**src/rtl/dyn_mem_d1_initiator.sv**
```systemverilog
// Requester-side controller: turns a valid/ready request stream into a dyn_mem_d1 content_en/write_en/done handshake.
// Latency: response 3 cycles after acceptance with a single-cycle memory, 1 cycle for out-of-bounds requests.
// Backpressure: rsp_ready low holds the response and blocks new requests; optional macro DYN_MEM_INIT_TIMEOUT_EN bounds WAIT.
module dyn_mem_d1_initiator #(
  parameter int WIDTH          = 32,
  parameter int SIZE           = 16,
  parameter int IDX_SIZE       = 4,
  parameter int TIMEOUT_CYCLES = 64
) (
  input  logic                clk,
  input  logic                reset_n,
  input  logic                req_valid,
  output logic                req_ready,
  input  logic                req_write,
  input  logic [IDX_SIZE-1:0] req_addr,
  input  logic [WIDTH-1:0]    req_wdata,
  output logic                rsp_valid,
  input  logic                rsp_ready,
  output logic [WIDTH-1:0]    rsp_data,
  output logic                rsp_write,
  output logic                rsp_err,
  output logic [IDX_SIZE-1:0] mem_addr0,
  output logic                mem_content_en,
  output logic                mem_write_en,
  output logic [WIDTH-1:0]    mem_write_data,
  input  logic [WIDTH-1:0]    mem_read_data,
  input  logic                mem_done
);

  typedef enum logic [1:0] {IDLE, ISSUE, WAIT, RESP} state_t;

  // One extra bit so SIZE == 2**IDX_SIZE is representable in the bounds compare.
  localparam logic [IDX_SIZE:0] SIZE_W = (IDX_SIZE + 1)'(SIZE);

  state_t state_q, state_d;
  logic   wflag_q;
  logic   in_bounds;
  logic   accept;
  logic   tmo;

  if (TIMEOUT_CYCLES < 2) begin : g_bad_timeout
    $error("TIMEOUT_CYCLES must be at least 2");
  end

  assign in_bounds = ({1'b0, req_addr} < SIZE_W);
  assign accept    = req_valid & req_ready;

`ifdef DYN_MEM_INIT_TIMEOUT_EN
  localparam int            TW      = $clog2(TIMEOUT_CYCLES);
  localparam logic [TW-1:0] TO_LAST = TW'(TIMEOUT_CYCLES - 1);
  logic [TW-1:0] tcnt_q;

  assign tmo = (tcnt_q == TO_LAST) & ~mem_done;

  // Wait-cycle counter: zero outside WAIT, counts WAIT cycles without done.
  always_ff @(posedge clk or negedge reset_n) begin
    if (!reset_n) begin
      tcnt_q <= '0;
    end else if (state_q != WAIT) begin
      tcnt_q <= '0;
    end else if (!mem_done && !tmo) begin
      tcnt_q <= tcnt_q + 1'b1;
    end
  end
`else
  assign tmo = 1'b0;
`endif

  // State register.
  always_ff @(posedge clk or negedge reset_n) begin
    if (!reset_n) state_q <= IDLE;
    else          state_q <= state_d;
  end

  // Next state and the combinational req_ready (forced low during reset).
  always_comb begin
    state_d   = state_q;
    req_ready = 1'b0;
    case (state_q)
      IDLE: begin
        req_ready = reset_n;
        if (req_valid) state_d = in_bounds ? ISSUE : RESP;
      end
      ISSUE: state_d = WAIT;
      WAIT: begin
        if (mem_done || tmo) state_d = RESP;
      end
      RESP: begin
        req_ready = rsp_ready & reset_n;
        if (rsp_ready) begin
          if (req_valid) state_d = in_bounds ? ISSUE : RESP;
          else           state_d = IDLE;
        end
      end
      default: state_d = IDLE;
    endcase
  end

  // Registered outputs: memory strobes, latched request and response payload.
  always_ff @(posedge clk or negedge reset_n) begin
    if (!reset_n) begin
      mem_content_en <= 1'b0;
      mem_write_en   <= 1'b0;
      mem_addr0      <= '0;
      mem_write_data <= '0;
      wflag_q        <= 1'b0;
      rsp_valid      <= 1'b0;
      rsp_data       <= '0;
      rsp_write      <= 1'b0;
      rsp_err        <= 1'b0;
    end else begin
      // ISSUE is only entered on an accepted in-bounds request, so req_write is the flag being latched.
      mem_content_en <= (state_d == ISSUE);
      mem_write_en   <= (state_d == ISSUE) & req_write;
      rsp_valid      <= (state_d == RESP);
      if (accept) begin
        if (in_bounds) begin
          mem_addr0      <= req_addr;
          mem_write_data <= req_wdata;
          wflag_q        <= req_write;
        end else begin
          rsp_data  <= '0;
          rsp_err   <= 1'b1;
          rsp_write <= req_write;
        end
      end
      if (state_q == WAIT && state_d == RESP) begin
        // A done arriving on the timeout cycle still wins over the timeout.
        rsp_write <= wflag_q;
        rsp_err   <= ~mem_done;
        rsp_data  <= (mem_done && !wflag_q) ? mem_read_data : '0;
      end
    end
  end

endmodule

```
**config.mk**
```make
export PLATFORM = sky130hd
export DESIGN_NAME = dyn_mem_d1_initiator
export DESIGN_NICKNAME = d
export VERILOG_FILES = /design/src/rtl/dyn_mem_d1_initiator.sv
export SDC_FILE = /design/constraint.sdc
export NUM_CORES = 1
export LEC_CHECK = 0
export BUFFER_PORTS_ARGS = -buffer_cell sky130_fd_sc_hd__buf_2
export CORE_ASPECT_RATIO = 0.6
export CORE_MARGIN = 4
export CORE_UTILIZATION = 30
export DETAILED_ROUTE_END_ITERATION = 10
export PLACE_DENSITY = 0.56
export SLEW_MARGIN = 20
export SYNTH_ARGS = -nofsm -noshare
export SYNTH_HDL_FRONTEND = slang
export SYNTH_SLANG_ARGS = --single-unit
```
**constraint.sdc**
```tcl
create_clock -name clk -period 4.95 [get_ports clk]
set_input_delay 0.2475 -clock clk [delete_from_list [all_inputs] [get_ports clk]]
set_output_delay 0.2475 -clock clk [all_outputs]
set_load 0.02 [all_outputs]
```
Word level (Yosys, flattened, before mapping)
Index checks and enable logic that the tools add are counted.

word-level totals
  flip-flop bits (word level) = 76
  bits of input ports = 74
  output and inout port bits = 74

cells by class
  equality and inequality tests = 5
  mux-type cells = 7
  bitwise logic cells = 4
  reductions and logical operators = 4

operators with widths
  cell                count
  $mux 32             1
  $pmux 2 s4          1
  $eq 2x2->1 const B  3
  $mux 2              3
  $eq 2x1->1 const B  2
  $and 1x1->1         3
  $logic_and 1x1->1   2
  $logic_not 2->1     1
  $pmux 1 s2          1
  $logic_not 1->1     1
  $mux 1              1
  $not 1->1           1

Longest topological paths before layout
  word-level depth = 5
  gate-level depth with buffers = 7
  depth with buffers taken out = 6

Worst setup path before layout
No wires, ideal clock.

  kind = register to register
  from = reg state_q[0]
  to = reg mem_addr0[0]
  data arrival time = 1.855 ns
  data required time = 4.825 ns
  slack = 2.969 ns
  cell stages (with the launch flop) = 7
  path buffers = 1
  cell sequence = dfrtp_1 inv_1 ha_1 nor3b_4 nand2_4 buf_6 mux2_4

between the ends
  longest elaborated chain between the ends = 3
  elaborated cells on any way between the ends = 4
  those cells by class = eq/ne: 1; mux: 1; bitwise: 1; reduce/logical: 1

RTL lines
  what                                                  line  text
  start, declared                                       35    state_t state_q, state_d;
  start signal, assigned                                72    else state_q <= state_d;
  $eq 2x2->1 / $logic_not 2->1 (equally long branches)  79    case (state_q)
  $pmux 1 s2 (*)                                        79
  via req_ready                                         13    output logic req_ready,
  $and 1x1->1 (*)                                       46    assign accept = req_valid & req_ready;
  end signal, assigned                                  118   mem_addr0 <= req_addr;
  end, declared                                         22    output logic [IDX_SIZE-1:0] mem_addr0,

The timed path passes the listed nets; every way through them passes the cells marked *.
A chain may end at the register's enable or synchronous reset.

Worst setup path after layout
  from = reg state_q[0]
  to = reg rsp_write

between the ends
  longest elaborated chain between the ends = 4
  elaborated cells on any way between the ends = 10
  those cells by class = eq/ne: 4; mux: 4; reduce/logical: 2

RTL lines
  what                                line  text
  $eq 2x2->1 (tied with other cells)  79
  $pmux 2 s4                          79
  $eq 2x2->1                          127   if (state_q == WAIT && state_d == RESP) begin
  $logic_and 1x1->1 (*)               127
  end signal, assigned                124   rsp_write <= req_write;
  end signal, assigned                129   rsp_write <= wflag_q;
  end, declared                       20    output logic rsp_write,

Every way passes the cells marked *; elsewhere a longest branch is shown, timed or not.

==> metrics.cfg <==
[global_route]
grt_pass1_vias = 2213
grt_overflow = 0
grt_pass1_wl_um = 11450
grtUsageTotal_pct = 12.06
grt_antenna_before_repair = 0
grt_max_degree = 78

[yosys]
synth_area_per_cell_um2 = 16.27
synthesis.area_um2 = 3074
synth-seq-cells = 76
yosysSeqAreaShare_pct = 61.86
syn_inst = 189
async_reset_ff_share_pct = 100.0
synth_edf_count = 0
yosysUniqueCellTypes = 29
yosys_most_used_dff = dfrtp_1
synth_nets = 267
synth_warnings = 0

[worst_setup_path]
path_class = reg -> reg
reg2reg_depth = 7
arrival_ns = 2.40
slowest_stage = dfrtp_1
critPathRequiredTime_ns = 5.16
path_buf_inv = 2
cp.depth = 7
crit_path_max_incr_delay_ns = 0.42
critPathCaptureType = flop
cp_cell_sequence = inv_1 -> ha_1 -> a21oi_2 -> a211oi_2 -> o21ai_2 -> buf_4 -> mux2_2
cp_max_fo = 34
path_delay_family = buffers and inverters
crit_path_start_kind = flop

[status]
status = completed

[cells_and_area]
drive_above_1_share_pct = 60.87
nets = 418
stdcell_area_um2 = 4254
n_antenna_cell = 0
layout_common_cells = 146 x buf_2, 76 x dfrtp_1, 32 x a22o_1, 30 x mux2_4, 9 x clkbuf_16
stdcell_count = 480
area_growth_pct = 38.38
final_common_cell = buf_2

[floorplanning]
num_rows = 28
die_height_um = 86.41
start_util_pct = 31.01
design.core.area_um2 = 9915
die_w_um = 138.7
dieArea_um2 = 11980
ios = 148

[power_and_ir_drop]
ir_drop_mv = 0.2866
p_leak_nw = 2.323
p_per_area_nw_per_um2 = 751.5

[sta]
finClkSkew_ns = 0.004469
finalMaxSlewViolations = 0
layout_setup_ws_ns = 2.760
rsz0062_at_grt = false
finalCriticalPeriod_ns = 2.190
fmax_ghz = 0.4566
tightest_slew_ns = 0.9474
maxSlewHeadroom_pct = 36.84
setup_viol = 0
hold-worst-slack_ns = 0.06150
fin_crit_sh_pct = 44.25
final_hold_viol_count = 0
fin_setup_tns_ns = 0

[detailed_routing]
wl_um = 7083
dr.pass1.iters = 4
drt_iter0_markers = 66
drc = 0
wl_per_cell_um = 14.76
vias_per_cell = 4.319
vias = 2073
ant_nets = 0

[cts]
tritoncts = yes
ctsHoldBuffers = 0
worst_skew_pair.late_latency_ns = 0.33
cts_root_buffer = clkbuf_16
cts_sinks = 76
cts_resized = 0
path_clk_slew_ns = 0.06
clockBufferDepth = 2
cts_htree_levels = 3
cts_made_buffers = 9
postCtsSetupBuffers = 0

[hold_path]
worstHoldPathType = in -> async

[placed_design]
placed_cell_area_um2 = 3914
dpl.cell_count = 464
hpwl_um = 5092
numPortBuffers = 147
place_ws_ns = 2.553
gp_congestion = 0.7061

[flow_run]
maxCapViolations = 0

[Yosys cell counts (all sizes together) (2+ instances only)]
library cell  count  area (um2)
a211oi            3       40.04
a21oi             3       18.77
a22o             32       280.3
and2              2       12.51
buf               9       82.57
dfrtp            76        1902
ha                4       50.05
inv               4       15.01
mux2             38       540.5
nand2             5       28.78
nor2              2       7.510
[stage by stage]
step           utilization (%)  total power [mW]
3_3_place_gp             39.48             2.468
5_1_grt                  42.91             3.395
3_5_place_dp             39.48             2.482
4_1_cts                  42.91             3.243
2_1_floorplan                -             2.045
6_report                 42.91             3.197
[power breakdown]
group,internal (mW),switching (mW)
Combinational,0.615,0.765
Clock,0.493,0.242
Sequential,0.918,0.164
[final cells by class]
cell class / instances / area (um2)
multi-input combinational: 100 / 1075
clock inverter: 6 / 111.4
sequential: 76 / 1902
inverter: 4 / 15.01
clock buffer: 10 / 229.0
tap: 135 / 168.9
timing repair buffer: 149 / 753.2
fill: 937 / 5660
[sequential cells by signal, summed over array words and instances, names as in the netlist]
register and cells:
mem_write_data 32, rsp_data 32, mem_addr0 4, state_q 2, mem_content_en 1, mem_write_en 1
rsp_err 1, rsp_valid 1, rsp_write 1, wflag_q 1
[cells by family after synthesis]
logic type	after synthesis	synth area share [%]
AND/OR/NAND/NOR	14	3.012
AO/OA/AOI/OAI	43	12.41
multiplexers	39	17.91
flip-flops	76	61.86
buffers and inverters	13	3.174
adder cells (fa/ha/maj)	4	1.628
[per-layer routing]
metal / GRT usage [%] / part of all wire, % / vias to the layer above
li1: - / - / 989
met1: 17.27 / 49 / 991
met2: 16.11 / 41 / 84
met3: 5.954 / 9.5 / 9
met4: 3.197 / 0.99 / 0
met5: 0 / 0 / -
[path summary, 6_finish.rpt]
path / end / slack [ns] / from
hold / removal: mem_addr0[2]$_DFFE_PN0P_ / 0.06 / reset_n
max in group asynchronous: mem_write_data[17]$_DFFE_PN0P_ / 4.27 / reset_n
min in group clk: rsp_data[5]$_DFFE_PN0P_ / 0.13 / mem_read_data[5]
setup reg to reg: rsp_write$_DFFE_PN0P_ / 2.76 / state_q[0]$_DFF_PN0_
setup / recovery: rsp_write$_DFFE_PN0P_ / 2.76 / state_q[0]$_DFF_PN0_
hold reg to reg: rsp_write$_DFFE_PN0P_ / 0.50 / rsp_write$_DFFE_PN0P_
No activity file was read; power rests on OpenSTA's default activity.
